==> src/rtl/regfile_pkg.sv <==
// ---------------------------------------------------------------------------
// regfile_pkg
// Shared definitions for the 16-bit datapath register file:
//   - default geometry (NUM_REGS / DATA_W / ADDR_W)
//   - clear-sequencer state encoding
//   - index of the hardwired-zero register
// Optional feature macro used by the register file: REGFILE_BYPASS_EN
// ---------------------------------------------------------------------------
package regfile_pkg;

   localparam int DEF_NUM_REGS = 8;
   localparam int DEF_DATA_W   = 16;
   localparam int DEF_ADDR_W   = 3;

   // Register 0 always reads as zero and never takes a write.
   localparam int ZERO_REG = 0;

   typedef enum logic {
      ST_CLEAR = 1'b0,
      ST_READY = 1'b1
   } state_e;

endpackage

==> src/rtl/reg_clear_seq.sv <==
// ---------------------------------------------------------------------------
// reg_clear_seq
// Reset-driven clear sequencer. After rst drops it walks a counter over every
// register index, issuing one clear write per cycle, then releases the
// datapath.
// Ports:
//   clk         system clock
//   rst         synchronous active-high reset (restarts the sequence)
//   busy        high while clearing; datapath must stall
//   clear_en    clear write strobe for this cycle
//   clear_addr  register index being cleared this cycle
// ---------------------------------------------------------------------------
module reg_clear_seq
   import regfile_pkg::*;
#(
   parameter int NUM_REGS = DEF_NUM_REGS,
   parameter int ADDR_W   = DEF_ADDR_W
) (
   input  logic              clk,
   input  logic              rst,
   output logic              busy,
   output logic              clear_en,
   output logic [ADDR_W-1:0] clear_addr
);

   state_e            state_reg;
   logic [ADDR_W-1:0] cnt_reg;

   always_ff @(posedge clk) begin
      if (rst) begin
         state_reg <= ST_CLEAR;
         cnt_reg   <= '0;
      end else if (state_reg == ST_CLEAR) begin
         cnt_reg <= cnt_reg + ADDR_W'(1);
         // The last index is cleared on the same edge that releases the datapath.
         if (cnt_reg == ADDR_W'(NUM_REGS - 1)) begin
            state_reg <= ST_READY;
         end
      end
   end

   assign busy       = (state_reg == ST_CLEAR);
   // The array is left alone on a reset edge; clearing starts on the next one.
   assign clear_en   = (state_reg == ST_CLEAR) && !rst;
   assign clear_addr = cnt_reg;

endmodule

==> src/rtl/reg_file.sv <==
// ---------------------------------------------------------------------------
// reg_file
// Dual-read, single-write register file between decode and the ALU.
// Register 0 is hardwired zero. Writes flagged with ALU overflow are dropped
// and latch a sticky OvfFlag. A clear sequencer zeroes the array after reset.
// Ports:
//   clk, rst             clock, synchronous active-high reset
//   ReadReg1/ReadReg2    read addresses
//   ReadData1/ReadData2  combinational read data (0 while Busy)
//   WriteReg/WriteData   write address / data from the ALU
//   RegWrite, Overflow   write enable, ALU overflow for WriteData
//   Busy                 clear in progress
//   OvfFlag              sticky: a write was suppressed by overflow
// Optional feature: define REGFILE_BYPASS_EN for write-first forwarding of
// WriteData onto a read port addressing the register being written.
// ---------------------------------------------------------------------------
module reg_file
   import regfile_pkg::*;
#(
   parameter int NUM_REGS = DEF_NUM_REGS,
   parameter int DATA_W   = DEF_DATA_W,
   parameter int ADDR_W   = DEF_ADDR_W
) (
   input  logic              clk,
   input  logic              rst,
   input  logic [ADDR_W-1:0] ReadReg1,
   input  logic [ADDR_W-1:0] ReadReg2,
   input  logic [ADDR_W-1:0] WriteReg,
   input  logic [DATA_W-1:0] WriteData,
   input  logic              RegWrite,
   input  logic              Overflow,
   output logic [DATA_W-1:0] ReadData1,
   output logic [DATA_W-1:0] ReadData2,
   output logic              Busy,
   output logic              OvfFlag
);

   logic [DATA_W-1:0] reg_mem_reg [NUM_REGS];
   logic              ovf_flag_reg;

   logic              busy;
   logic              clear_en;
   logic [ADDR_W-1:0] clear_addr;

   logic              wr_req;
   logic              wr_en;

   reg_clear_seq #(
      .NUM_REGS (NUM_REGS),
      .ADDR_W   (ADDR_W)
   ) u_clear_seq (
      .clk        (clk),
      .rst        (rst),
      .busy       (busy),
      .clear_en   (clear_en),
      .clear_addr (clear_addr)
   );

   // A legal write: ready, enabled, not overflowed, not aimed at r0.
   assign wr_req = !busy && RegWrite && !Overflow && (WriteReg != ADDR_W'(ZERO_REG));
   // A reset edge drops whatever write is in flight.
   assign wr_en  = wr_req && !rst;

   always_ff @(posedge clk) begin
      if (clear_en) begin
         reg_mem_reg[clear_addr] <= '0;
      end else if (wr_en) begin
         reg_mem_reg[WriteReg] <= WriteData;
      end
   end

   // Overflow only counts when a write is actually attempted in READY;
   // r0 as target still sets the flag.
   always_ff @(posedge clk) begin
      if (rst) begin
         ovf_flag_reg <= 1'b0;
      end else if (!busy && RegWrite && Overflow) begin
         ovf_flag_reg <= 1'b1;
      end
   end

   // Read ports: identical muxes, one per port.
   logic [ADDR_W-1:0] rd_addr [2];
   logic [DATA_W-1:0] rd_data [2];

   assign rd_addr[0] = ReadReg1;
   assign rd_addr[1] = ReadReg2;

   generate
      for (genvar gi = 0; gi < 2; gi++) begin : g_rd_port
         always_comb begin
            rd_data[gi] = '0;
            if (!busy && (rd_addr[gi] != ADDR_W'(ZERO_REG))) begin
`ifdef REGFILE_BYPASS_EN
               if (wr_req && (WriteReg == rd_addr[gi])) begin
                  rd_data[gi] = WriteData;
               end else begin
                  rd_data[gi] = reg_mem_reg[rd_addr[gi]];
               end
`else
               rd_data[gi] = reg_mem_reg[rd_addr[gi]];
`endif
            end
         end
      end
   endgenerate

   assign ReadData1 = rd_data[0];
   assign ReadData2 = rd_data[1];
   assign Busy      = busy;
   assign OvfFlag   = ovf_flag_reg;

endmodule

==> config.mk <==
export PLATFORM = sky130hd
export DESIGN_NAME = reg_file
export DESIGN_NICKNAME = d
export VERILOG_FILES = /design/src/rtl/regfile_pkg.sv /design/src/rtl/reg_clear_seq.sv /design/src/rtl/reg_file.sv
export SDC_FILE = /design/constraint.sdc
export NUM_CORES = 1
export LEC_CHECK = 0
export CAP_MARGIN = 30
export CORE_ASPECT_RATIO = 0.5
export CORE_MARGIN = 5
export CORE_UTILIZATION = 35
export DETAILED_ROUTE_END_ITERATION = 10
export GPL_ROUTABILITY_DRIVEN = 0
export MAX_ROUTING_LAYER = met4
export PLACE_DENSITY = 0.59
export SETUP_SLACK_MARGIN = 0.05
export SYNTH_ARGS = -nofsm -noshare
export SYNTH_HDL_FRONTEND = slang
export SYNTH_HIERARCHICAL = 1
export SYNTH_SLANG_ARGS = --single-unit
==> constraint.sdc <==
create_clock -name clk -period 3.1 [get_ports clk]
set_clock_uncertainty 0.2 [all_clocks]
set_input_delay 0.62 -clock clk [delete_from_list [all_inputs] [get_ports clk]]
set_output_delay 0.62 -clock clk [all_outputs]
set_load 0.05 [all_outputs]
==> out/qor.yml <==
status: "finished clean"
p_leak_nw: 2.50
cts_made_buffers: 17
die_w_um: 192
numPortBuffers: 62
grt_pass1_wl_um: 23100
start_kind: "input pin"
finalCriticalPeriod_ps: 3030
fin_nets: 485
die_h_um: 101
cts_buffer_depth: 2
synth_area_per_cell_um2: 15.6
cts-root-buf: "clkbuf_16"
final_layout_size_suffix_gt1_share_pct: 40.5
clock_latency_ps: 400
largest_reg_flops: 112
finalSetupTns_ps: 0
ant_nets: 0
path_cells: "clkdlybuf4s50_1, buf_4, mux4_2, o21ai_0, a31oi_1, buf_12"
hold_end: "OvfFlag"
maxCapViolCount: 0
initial_core_util_pct: 35.4
syn2layout_area_growth_pct: 38.9
hold_start: "OvfFlag"
coreArea_um2: 16300
hpwl_um: 9130
worstMarginPinSlew_ps: 489
hp-class: "reg2reg"
cp_top_family: "buffers and inverters"
path_clk_slew_ps: 60
place_inst: 661
highest_layer: "met4"
r2r_slack_ps: 660
h-tree-depth: 4
synth_fp_nets: 401
cts_tree: "done"
grt_pass1_vias: 4053
critPathKind: "in2out"
detail_route.wl_per_cell_um: 21.2
ys_warn_count: 6
ys_ff_latch: 117
cts.sinks: 117
ff2ff_path_depth: 5
critPathMaxStageDelay_ps: 560
path_buf_inv: 3
layout_common_cells: "edfxtp_1, buf_12, mux2_2, a221oi_1, nor3_2"
power_density_nw_per_um2: 508
met2_length_um: 7460
required_ps: 2280
r2r-start: "u_clear_seq/state_reg"
rows: 33
vias: 3716
drc: 0
routed_wl_um: 14700
hold_depth: 2
crit_path_top_delay_cell: "clkdlybuf4s50_1"
synthesis.area_um2: 5770
drtIter0Drc: 251
synthCells: 370
dr_wl_met3_um: 949
dr.pass1.iters: 4
ios: 63
critPathMaxFanout: 13
hold_slack_ps: 283
m1WireLength_um: 6110
synth_cell_types: 33
worstReg2RegEnd: "reg_mem_reg[4][8]"
antenna_cells: 0
grt_overflow: 0
slew_headroom_pct: 67.3
crit_arrival_ps: 2210
antenna_found_initial: 0
viasPerCell: 5.35
die_area_um2: 19300
peakVddDrop_mv: 0.329
setup_violations: 0
instances_no_fill: 694
fmaxAchievable_ghz: 0.330
hold_buffers: 0
slew_viol_final: 0
post_cts_buffers: 0
rsz0062_at_grt: "true"
ys_seq_area_share_pct: 60.1
endpoint_kind: "output port"
fin_crit_sh_pct: 97.9
grt_max_degree: 33
final_common_cell: "edfxtp_1"
track_usage_pct: 16.5
hold_violations: 0
-- worst max path at each step --
stage | from | to | slack, ps | cells after the start
floorplan | ReadReg1[0] | ReadData1[0] | 60 | 5
global placement | ReadReg1[1] | ReadData1[1] | 50 | 7
detailed placement | ReadReg1[1] | ReadData1[0] | 50 | 7
CTS | u_clear_seq/state_reg | ReadData2[15] | 60 | 6
global route | ReadReg2[1] | ReadData2[11] | 7 | 6
finish | ReadReg2[1] | ReadData2[15] | 70 | 6
-- metrics by stage --
step	power [mW]	cell area, µm²	util (%)	setup WS (ps)
detailed placement	2.15	7380	45.4	48.2
global route	4.21	8010	49.3	6.59
finish	4.07	8010	49.3	65.2
global placement	2.15	7380	45.4	53.5
floorplan	2.00	5920	-	62.2
CTS	4.10	8010	49.2	55.6
-- tightest hold or removal path, stage by stage, from the launching register on --
cell	delay [ps]
dfxtp_1	330
a31oi_1	50
nor2_1	70
-- Yosys cell counts, drive strengths merged --
cell type / count / area [µm²]
nand3: 1 / 5.00
nor3b: 1 / 18.8
a21oi: 1 / 5.00
xor2: 1 / 8.76
mux2: 32 / 360
inv: 3 / 11.3
o32ai: 2 / 17.5
buf: 18 / 151
mux4: 32 / 743
o22ai: 2 / 12.5
nand2: 6 / 22.5
nor2b: 20 / 125
a31oi: 3 / 18.8
a221oi: 30 / 263
edfxtp: 112 / 3360
nor3: 31 / 155
mux2i: 2 / 20.0
nand2b: 2 / 12.5
nor2: 24 / 90.1
or3: 1 / 6.26
ha: 2 / 25.0
clkinv: 1 / 3.75
o21ai: 6 / 30.0
and2: 17 / 106
dfxtp: 5 / 100
nor4b: 1 / 23.8
clkbuf: 10 / 37.5
nand3b: 4 / 30.0
-- repair_timing --
item,4_1_cts,5_1_grt
gates resized for setup,1,1
cloned,1,0
setup endpoints to repair,2,11
-- area by class of cell --
cell class,instances,area [µm²]
Clock buffer,17,425
Inverter,4,15.0
Sequential cell,117,3460
Fill cell,1418,8260
Multi-Input combinational cell,221,2270
Timing Repair Buffer,93,1390
Clock inverter,15,170
Tap cell,227,284
-- where the power goes --
group	leakage (nW)	internal, mW	switching [mW]
Sequential	0.973	1.75	0.0195
Combinational	1.24	0.179	0.172
Clock	0.283	1.20	0.747
Total	2.50	3.13	0.939
-- metal layers --
| metal | up-vias | GRT usage (%) |
|---|---|---|
| li1 | 1677 | - |
| met1 | 1903 | 21.0 |
| met2 | 123 | 27.0 |
| met3 | 13 | 3.60 |
| met4 | 0 | 5.07 |
| met5 | - | - |
-- cell families after synthesis --
family	after synthesis	synth area share (%)
and+or+nand+nor	108	10.3
AOI/OAI and AO/OA	44	6.01
DFF	117	60.1
buffers and inverters	32	3.54
muxes	66	19.5
adders and majority gates	2	0.434
xor gates and xnor gates	1	0.152
Note: power is estimated with default switching activity, not from simulation.
